`src/rtl/servo_pwm_gen.sv`:
```
// servo_pwm_gen
// Regenerates NUM_CH synchronous servo/ESC PWM outputs from decoded channel
// widths. Each width is given in microseconds and is clamped into
// [MIN_US, MAX_US] on capture. Captured widths are double-buffered:
// ch_valid writes the shadow set, and each frame boundary copies shadow to
// active. If no channel set arrives for TIMEOUT_FRAMES consecutive frames,
// every output is driven at FAILSAFE_US.
//
// Ports:
//   clk          system clock
//   rst          asynchronous active-high reset
//   ch_in        channel widths in us, channel k at [16k+15:16k], unsigned
//   ch_valid     one-cycle strobe, ch_in holds a complete new channel set
//   pwm_out      servo pulse outputs, bit k = channel k (registered)
//   frame_start  one-cycle pulse in the first cycle of each PWM frame
//   failsafe     high while the failsafe widths are in use
module servo_pwm_gen #(
  parameter int CLK_PER_US     = 50,
  parameter int NUM_CH         = 6,
  parameter int FRAME_US       = 20000,
  parameter int MIN_US         = 1000,
  parameter int MAX_US         = 2000,
  parameter int FAILSAFE_US    = 1500,
  parameter int TIMEOUT_FRAMES = 5
) (
  input  logic                   clk,
  input  logic                   rst,
  input  logic [16*NUM_CH-1:0]   ch_in,
  input  logic                   ch_valid,
  output logic [NUM_CH-1:0]      pwm_out,
  output logic                   frame_start,
  output logic                   failsafe
);

  // Counter widths; a width of at least 1 keeps degenerate parameters legal.
  localparam int PRE_W = (CLK_PER_US > 1) ? $clog2(CLK_PER_US) : 1;
  localparam int US_W  = (FRAME_US > 1) ? $clog2(FRAME_US) : 1;
  localparam int TO_W  = $clog2(TIMEOUT_FRAMES + 1);

  localparam logic [PRE_W-1:0] PRE_LAST = PRE_W'(CLK_PER_US - 1);
  localparam logic [US_W-1:0]  US_LAST  = US_W'(FRAME_US - 1);
  localparam logic [TO_W-1:0]  TO_LIMIT = TO_W'(TIMEOUT_FRAMES);

  localparam logic [15:0] MIN_W = 16'(MIN_US);
  localparam logic [15:0] MAX_W = 16'(MAX_US);
  localparam logic [15:0] FS_W  = 16'(FAILSAFE_US);

  // ---------------------------------------------------------------------
  // Microsecond timebase
  // ---------------------------------------------------------------------
  logic [PRE_W-1:0] presc_reg;
  logic [US_W-1:0]  us_cnt_reg;
  logic             tick;
  logic             boundary;

  assign tick     = (presc_reg == PRE_LAST);
  assign boundary = tick && (us_cnt_reg == US_LAST);

  always_ff @(posedge clk or posedge rst) begin
    if (rst) begin
      presc_reg <= '0;
    end else if (tick) begin
      presc_reg <= '0;
    end else begin
      presc_reg <= presc_reg + 1'b1;
    end
  end

  always_ff @(posedge clk or posedge rst) begin
    if (rst) begin
      us_cnt_reg <= '0;
    end else if (boundary) begin
      us_cnt_reg <= '0;
    end else if (tick) begin
      us_cnt_reg <= us_cnt_reg + 1'b1;
    end
  end

  // ---------------------------------------------------------------------
  // Link-loss supervision
  // ---------------------------------------------------------------------
  // seen_valid_reg remembers whether any channel set arrived during the
  // current frame; each boundary without one bumps the saturating count.
  logic            seen_valid_reg;
  logic [TO_W-1:0] to_cnt_reg;
  logic [TO_W-1:0] to_cnt_inc;
  logic            timeout_hit;

  assign to_cnt_inc = (to_cnt_reg == TO_LIMIT) ? TO_LIMIT : to_cnt_reg + 1'b1;

  // A strobe on the boundary cycle counts as fresh data, so it vetoes the
  // timeout even though its widths only land at the following boundary.
  assign timeout_hit = boundary && !ch_valid && !seen_valid_reg &&
                       (to_cnt_inc == TO_LIMIT);

  always_ff @(posedge clk or posedge rst) begin
    if (rst) begin
      seen_valid_reg <= 1'b0;
      to_cnt_reg     <= '0;
      failsafe       <= 1'b1;
    end else if (ch_valid) begin
      seen_valid_reg <= 1'b1;
      to_cnt_reg     <= '0;
      failsafe       <= 1'b0;
    end else if (boundary) begin
      if (!seen_valid_reg) begin
        to_cnt_reg <= to_cnt_inc;
      end
      seen_valid_reg <= 1'b0;
      if (timeout_hit) begin
        failsafe <= 1'b1;
      end
    end
  end

  always_ff @(posedge clk or posedge rst) begin
    if (rst) begin
      frame_start <= 1'b0;
    end else begin
      frame_start <= boundary;
    end
  end

  // ---------------------------------------------------------------------
  // Per-channel capture, double buffer and pulse generation
  // ---------------------------------------------------------------------
  genvar gi;
  generate
    for (gi = 0; gi < NUM_CH; gi++) begin : g_ch
      logic [15:0] raw;
      logic [15:0] clamped;
      logic [15:0] shadow_reg;
      logic [15:0] active_reg;
      logic        pwm_reg;

      assign raw = ch_in[16*gi +: 16];

      always_comb begin
        clamped = raw;
        if (raw < MIN_W) begin
          clamped = MIN_W;
        end else if (raw > MAX_W) begin
          clamped = MAX_W;
        end
      end

      always_ff @(posedge clk or posedge rst) begin
        if (rst) begin
          shadow_reg <= FS_W;
        end else if (ch_valid) begin
          shadow_reg <= clamped;
        end else if (timeout_hit) begin
          shadow_reg <= FS_W;
        end
      end

      // Active only changes on a boundary, so a pulse already in progress
      // always completes with the width it started with.
      always_ff @(posedge clk or posedge rst) begin
        if (rst) begin
          active_reg <= FS_W;
        end else if (boundary) begin
          active_reg <= timeout_hit ? FS_W : shadow_reg;
        end
      end

      // Each us_cnt value lasts CLK_PER_US cycles, so the output is high for
      // exactly active*CLK_PER_US cycles, starting one cycle after us_cnt=0.
      always_ff @(posedge clk or posedge rst) begin
        if (rst) begin
          pwm_reg <= 1'b0;
        end else begin
          pwm_reg <= (32'(us_cnt_reg) < 32'(active_reg));
        end
      end

      assign pwm_out[gi] = pwm_reg;
    end
  endgenerate

endmodule

```
`config.mk`:
```
export PLATFORM = sky130hd
export DESIGN_NAME = servo_pwm_gen
export DESIGN_NICKNAME = d
export VERILOG_FILES = /design/src/rtl/servo_pwm_gen.sv
export SDC_FILE = /design/constraint.sdc
export NUM_CORES = 1
export LEC_CHECK = 0
export ABC_AREA = 1
export BUFFER_PORTS_ARGS = -buffer_cell sky130_fd_sc_hd__buf_2
export CORE_UTILIZATION = 48
export CTS_CLUSTER_SIZE = 25
export DETAILED_ROUTE_END_ITERATION = 8
export HOLD_SLACK_MARGIN = 0.1
export PLACE_DENSITY = 0.7
export SLEW_MARGIN = 25
export SYNTH_ARGS = -nofsm -noshare
export SYNTH_HDL_FRONTEND = slang
export SYNTH_SLANG_ARGS = --single-unit
```
`constraint.sdc`:
```
create_clock -name clk -period 8.1 [get_ports clk]
set_input_delay 0.405 -clock clk [delete_from_list [all_inputs] [get_ports clk]]
set_output_delay 0.405 -clock clk [all_outputs]
set_load 0.05 [all_outputs]
```
# ---- After elaboration in Yosys (flattened, before gate mapping)
# Index checks and enable logic that the tools add are counted.
dict set report word_totals {
  n_memories 0
  latch_bits 0
  out_inout_bits 8
  word_cells 97
  ramBits 0
  in_bits 99
  reg_bits 225
  rom_bits 0
}
dict set report classes {
  eq_ne 5
  n_addsub 3
  shifts 0
  bitwise 0
  n_mux 36
  n_lt_le_gt_ge 18
  div_mod_pow 0
  reduce_logical 11
  multipliers 0
}
# op n
set ops {}
lappend ops {{$mux 16} 24}
lappend ops {{$gt 16x11->1 const B} 6}
lappend ops {{$lt 15x16->1} 6}
lappend ops {{$lt 16x10->1 const B} 6}
lappend ops {{$mux 15} 2}
lappend ops {{$add 15x1->15 const B} 1}
lappend ops {{$eq 15x15->1 const B} 1}
lappend ops {{$mux 3} 4}
lappend ops {{$add 6x1->6 const B} 1}
lappend ops {{$eq 3x3->1 const B} 2}
lappend ops {{$eq 6x6->1 const B} 1}
lappend ops {{$mux 6} 1}
lappend ops {{$reduce_bool 2->1} 3}
lappend ops {{$mux 1} 5}
lappend ops {{$logic_and 1x1->1} 4}
lappend ops {{$reduce_and 2->1} 2}
lappend ops {{$add 3x1->3 const B} 1}
lappend ops {{$logic_not 1->1} 2}
lappend ops {{$ne 2x2->1 const B} 1}

# ---- Longest topological paths before layout
dict set report logic_depth {
  word_depth 8
  mapped_depth 11
  depth_no_buf 11
}

# ---- Worst setup path after synthesis
# Ideal clock, no wire load.
dict set report synth_timing {
  kind {reg-to-reg}
  startpoint {reg us_cnt_reg[1]}
  endpoint {reg g_ch[1].shadow_reg[0]}
  period_less_slack_ns 1.794
  setup_slack_ns 6.306
  t_arrival_ns 1.676
  path_stages_with_launch 11
  required_time_ns 7.982
  n_path_buf 2
  setup_time_ns 0.118
  cell_sequence {dfrtp_1 -> ha_1 -> inv_1 -> nor2_2 -> nand2_1 -> nor2_4 -> nand4_2 -> buf_6 -> buf_2 -> nand3_1 -> nand2_1}
}
dict set report synth_via {
  elab_chain_cells 7
}
# element line
set synth_lines {}
lappend synth_lines {{start, declared} 52} ;# logic [US_W-1:0] us_cnt_reg;
lappend synth_lines {{start signal, assigned} 75} ;# us_cnt_reg <= us_cnt_reg + 1'b1;
lappend synth_lines {{$eq 15x15->1} 57} ;# assign boundary = tick && (us_cnt_reg == US_LAST);
lappend synth_lines {{$logic_and 1x1->1} 57}
lappend synth_lines {{$logic_and 1x1->1 (3 in a row)} 93} ;# assign timeout_hit = boundary && !ch_valid && !seen_valid_reg &&
lappend synth_lines {{$mux 16 (2 in a row)} --}
lappend synth_lines {{end signal, assigned} 151} ;# shadow_reg <= clamped;
lappend synth_lines {{end, declared} 132} ;# logic [15:0] shadow_reg;
# Every way passes these cells.
# A chain may end at the register's enable or synchronous reset.

# ---- Final worst setup path
dict set report layout_timing {
  startpoint {reg presc_reg[1]}
  endpoint {reg g_ch[4].active_reg[10]}
}
dict set report layout_via {
  elab_chain_cells 6
}
# element line
set layout_lines {}
lappend layout_lines {{start, declared} 51} ;# logic [PRE_W-1:0] presc_reg;
lappend layout_lines {{start signal, assigned} 65} ;# presc_reg <= presc_reg + 1'b1;
lappend layout_lines {{$eq 6x6->1 *} 56} ;# assign tick = (presc_reg == PRE_LAST);
lappend layout_lines {{$logic_and 1x1->1 *} 57}
lappend layout_lines {{$logic_and 1x1->1 (3 in a row)} 93}
lappend layout_lines {{$mux 16} 163} ;# active_reg <= timeout_hit ? FS_W : shadow_reg;
lappend layout_lines {{end signal, assigned} 163}
lappend layout_lines {{end, declared} 133} ;# logic [15:0] active_reg;
# Mark *: on every way between the ends. The rest lies on a longest branch, timed or not.

==> metrics.cfg <==
[routing]
drc = 2
wl_met1_mm = 13.8
drt_iter0_drc = 557
met3_length_mm = 1.03
post_drt_wl_per_cell_um = 14.2
ant_nets = 0
via_count = 10900
route.met2.wl_mm = 14.4
highest-signal-layer = met4
dr.pass1.iters = 7
routed_wl_mm = 30.0
viasPerCell = 5.14

[critical_path]
critPathMaxFanout = 81
slowest_delay_ns = 0.77
critPathTopFamily = buffers and inverters
r2r_start = presc_reg[1]
reg2reg_to = g_ch[4].active_reg[10]
path_cells = inv_1 -> ha_1 -> nand3_1 -> nor2_1 -> buf_4 -> nand2_1 -> nor2_4 -> buf_4 -> o311ai_0 -> nand2_1 -> inv_1
critPathSlowestCell = buf_4
cp-end-kind = flip-flop
rrSetupSlack_ns = 5.12
required_ns = 8.55
cp-start-kind = flip-flop
cp_data_arrival_time_ns = 3.42
r2r_cells = 11
crit_type = flip-flop to flip-flop
crit_buf_inv = 4

[sta]
hold-worst-slack_ns = 0.0798
fin_crit_ns = 2.98
post-route-period-util = 0.367
setup_viol = 0
hold_viol_final = 0
setup_tns_ns = 0
worstMarginPinSlew_ns = 0.997
max_freq_mhz = 336
rsz0062_at_grt = no
final.setup_skew_ns = 0.00705
max_slew_margin = 0.335
slew_violations = 0
setup_ws_ns = 5.12

[floorplan]
io-pin-count = 107
initial_core_util = 0.492
coreArea_um2 = 26200
die_y_um = 166
die_area_um2 = 27500
die_w_um = 166
rows = 59

[synthesis]
synth_flop_cell = dfrtp_1
yosys_register_bits = 225
syn_avg_cell_area_um2 = 7.63
synth_area_leaders = dfrtp_1, dfstp_2, nand2_1
ys_async_sr_fraction = 1.00
yosysWarnings = 0
ys_seq_area_frac = 0.445
synth_area_um2 = 12900
synth-edff-count = 0
synthCells = 1691
synth_top_area_share = 0.272
ys_types = 37
syn-num-nets = 1877
synth_top_area_cell = dfrtp_1

[cells_and_area]
n_antenna_cell = 0
most-common-layout-cells = nand2_1, inv_1, dfrtp_1, nand3_1, nor2_1
final_net_count = 1950
final_common_cell = nand2_1
drive_above_1_share = 0.140
areaGrowthSynthToFinish_pct = 12.0
fin_util = 0.551

[pwr]
power_density_nw_per_um2 = 167
power_w = 0.00241
p_leak_nw = 8.22
irDropWorstVdd_v = 0.000115

[global_routing]
grt_start_max_net_pins = 126
grt.overflow.total = 0
grt_pass1_vias = 10600
grt_util_all_layers = 0.219
grt_pass1_wl_mm = 50.5
antenna_found_initial = 0

[place]
gp_congestion = 0.887
pre_cts_ws_ns = 5.15
post-dp-hpwl_mm = 20.0
port_buffers = 106

[hold_path]
hold_class = primary input to asynchronous set/reset pin

[clock_tree]
worst_setup_hold_path_clk_slew_ns = 0.06
cts_buffer_depth = 3
cts_tree = built
clock-root-buffer = clkbuf_16
cts_resized = 0
post_cts_buffers = 0
ctsHoldBuffers = 3
cts_buffers = 25
insertion_delay_ns = 0.51
clock-sinks = 225
htreeDepth = 1

[status]
violations = design-rule violations
outcome = complete, but fails checks

[flow_run]
drv_cap = 0

==> power by group <==
group | switching [W] | internal [W]
registers | 0.00000680 | 0.00115
logic | 0.0000968 | 0.0000446
clock network | 0.000455 | 0.000659
==> metrics by stage <==
stage,instance area [µm²],std cells
finish,14400,2116
global route,14400,2116
CTS,14400,2116
detailed placement,13600,2069
global placement,13600,2069
floorplan,12900,1691
==> how the worst max path moves through the flow <==
stage,startpoint,end,slack (ns),cells after the start
after global placement,us_cnt_reg[1],g_ch[3].active_reg[10],5.18,9
final,presc_reg[1],g_ch[4].active_reg[10],5.12,11
after CTS,presc_reg[1],g_ch[4].active_reg[10],5.12,11
after detailed placement,presc_reg[1],g_ch[4].active_reg[10],5.15,11
after floorplan,rst,frame_start,1.67,1
after global routing,presc_reg[1],g_ch[1].active_reg[4],4.80,11
==> logic make-up (layout without fill, tap and decap cells) <==
family,Yosys count,after routing,synth area share
flops,225,225,0.445
buf+inv,336,426,0.102
xor+xnor,9,9,0.00611
compound gates,155,155,0.0783
fa+ha+maj,87,87,0.0844
simple gates,879,879,0.284
==> cells in the mapped netlist (2+ instances only) <==
master	instances
ha_1	87
o22ai_1	6
xor2_1	8
buf_4	7
nand4_1	33
nand3b_1	24
inv_2	2
dfrtp_1	140
o311ai_0	42
o21ai_0	31
o21bai_1	5
a21oi_1	47
a21o_1	6
o21a_1	6
clkbuf_1	43
nor3_1	19
nand2_1	579
buf_2	22
inv_1	259
o211ai_1	4
a211oi_1	6
dfstp_2	85
nor2_1	107
nand3_1	110
==> metal layers <==
metal,up-vias,GRT usage
met4,0,0.0593
met2,178,0.378
li1,5519,-
met1,5128,0.293
met3,48,0.0253
met5,-,0
==> area by class of cell <==
cell class,count,area (µm²)
fill,2406,11800
multi-input combinational,1130,5850
sequential,225,5740
inverter,262,991
clock buffer,34,689
timing repair buffer,120,646
tap,335,419
clock inverter,10,113
(Power assumes the default switching activity.)
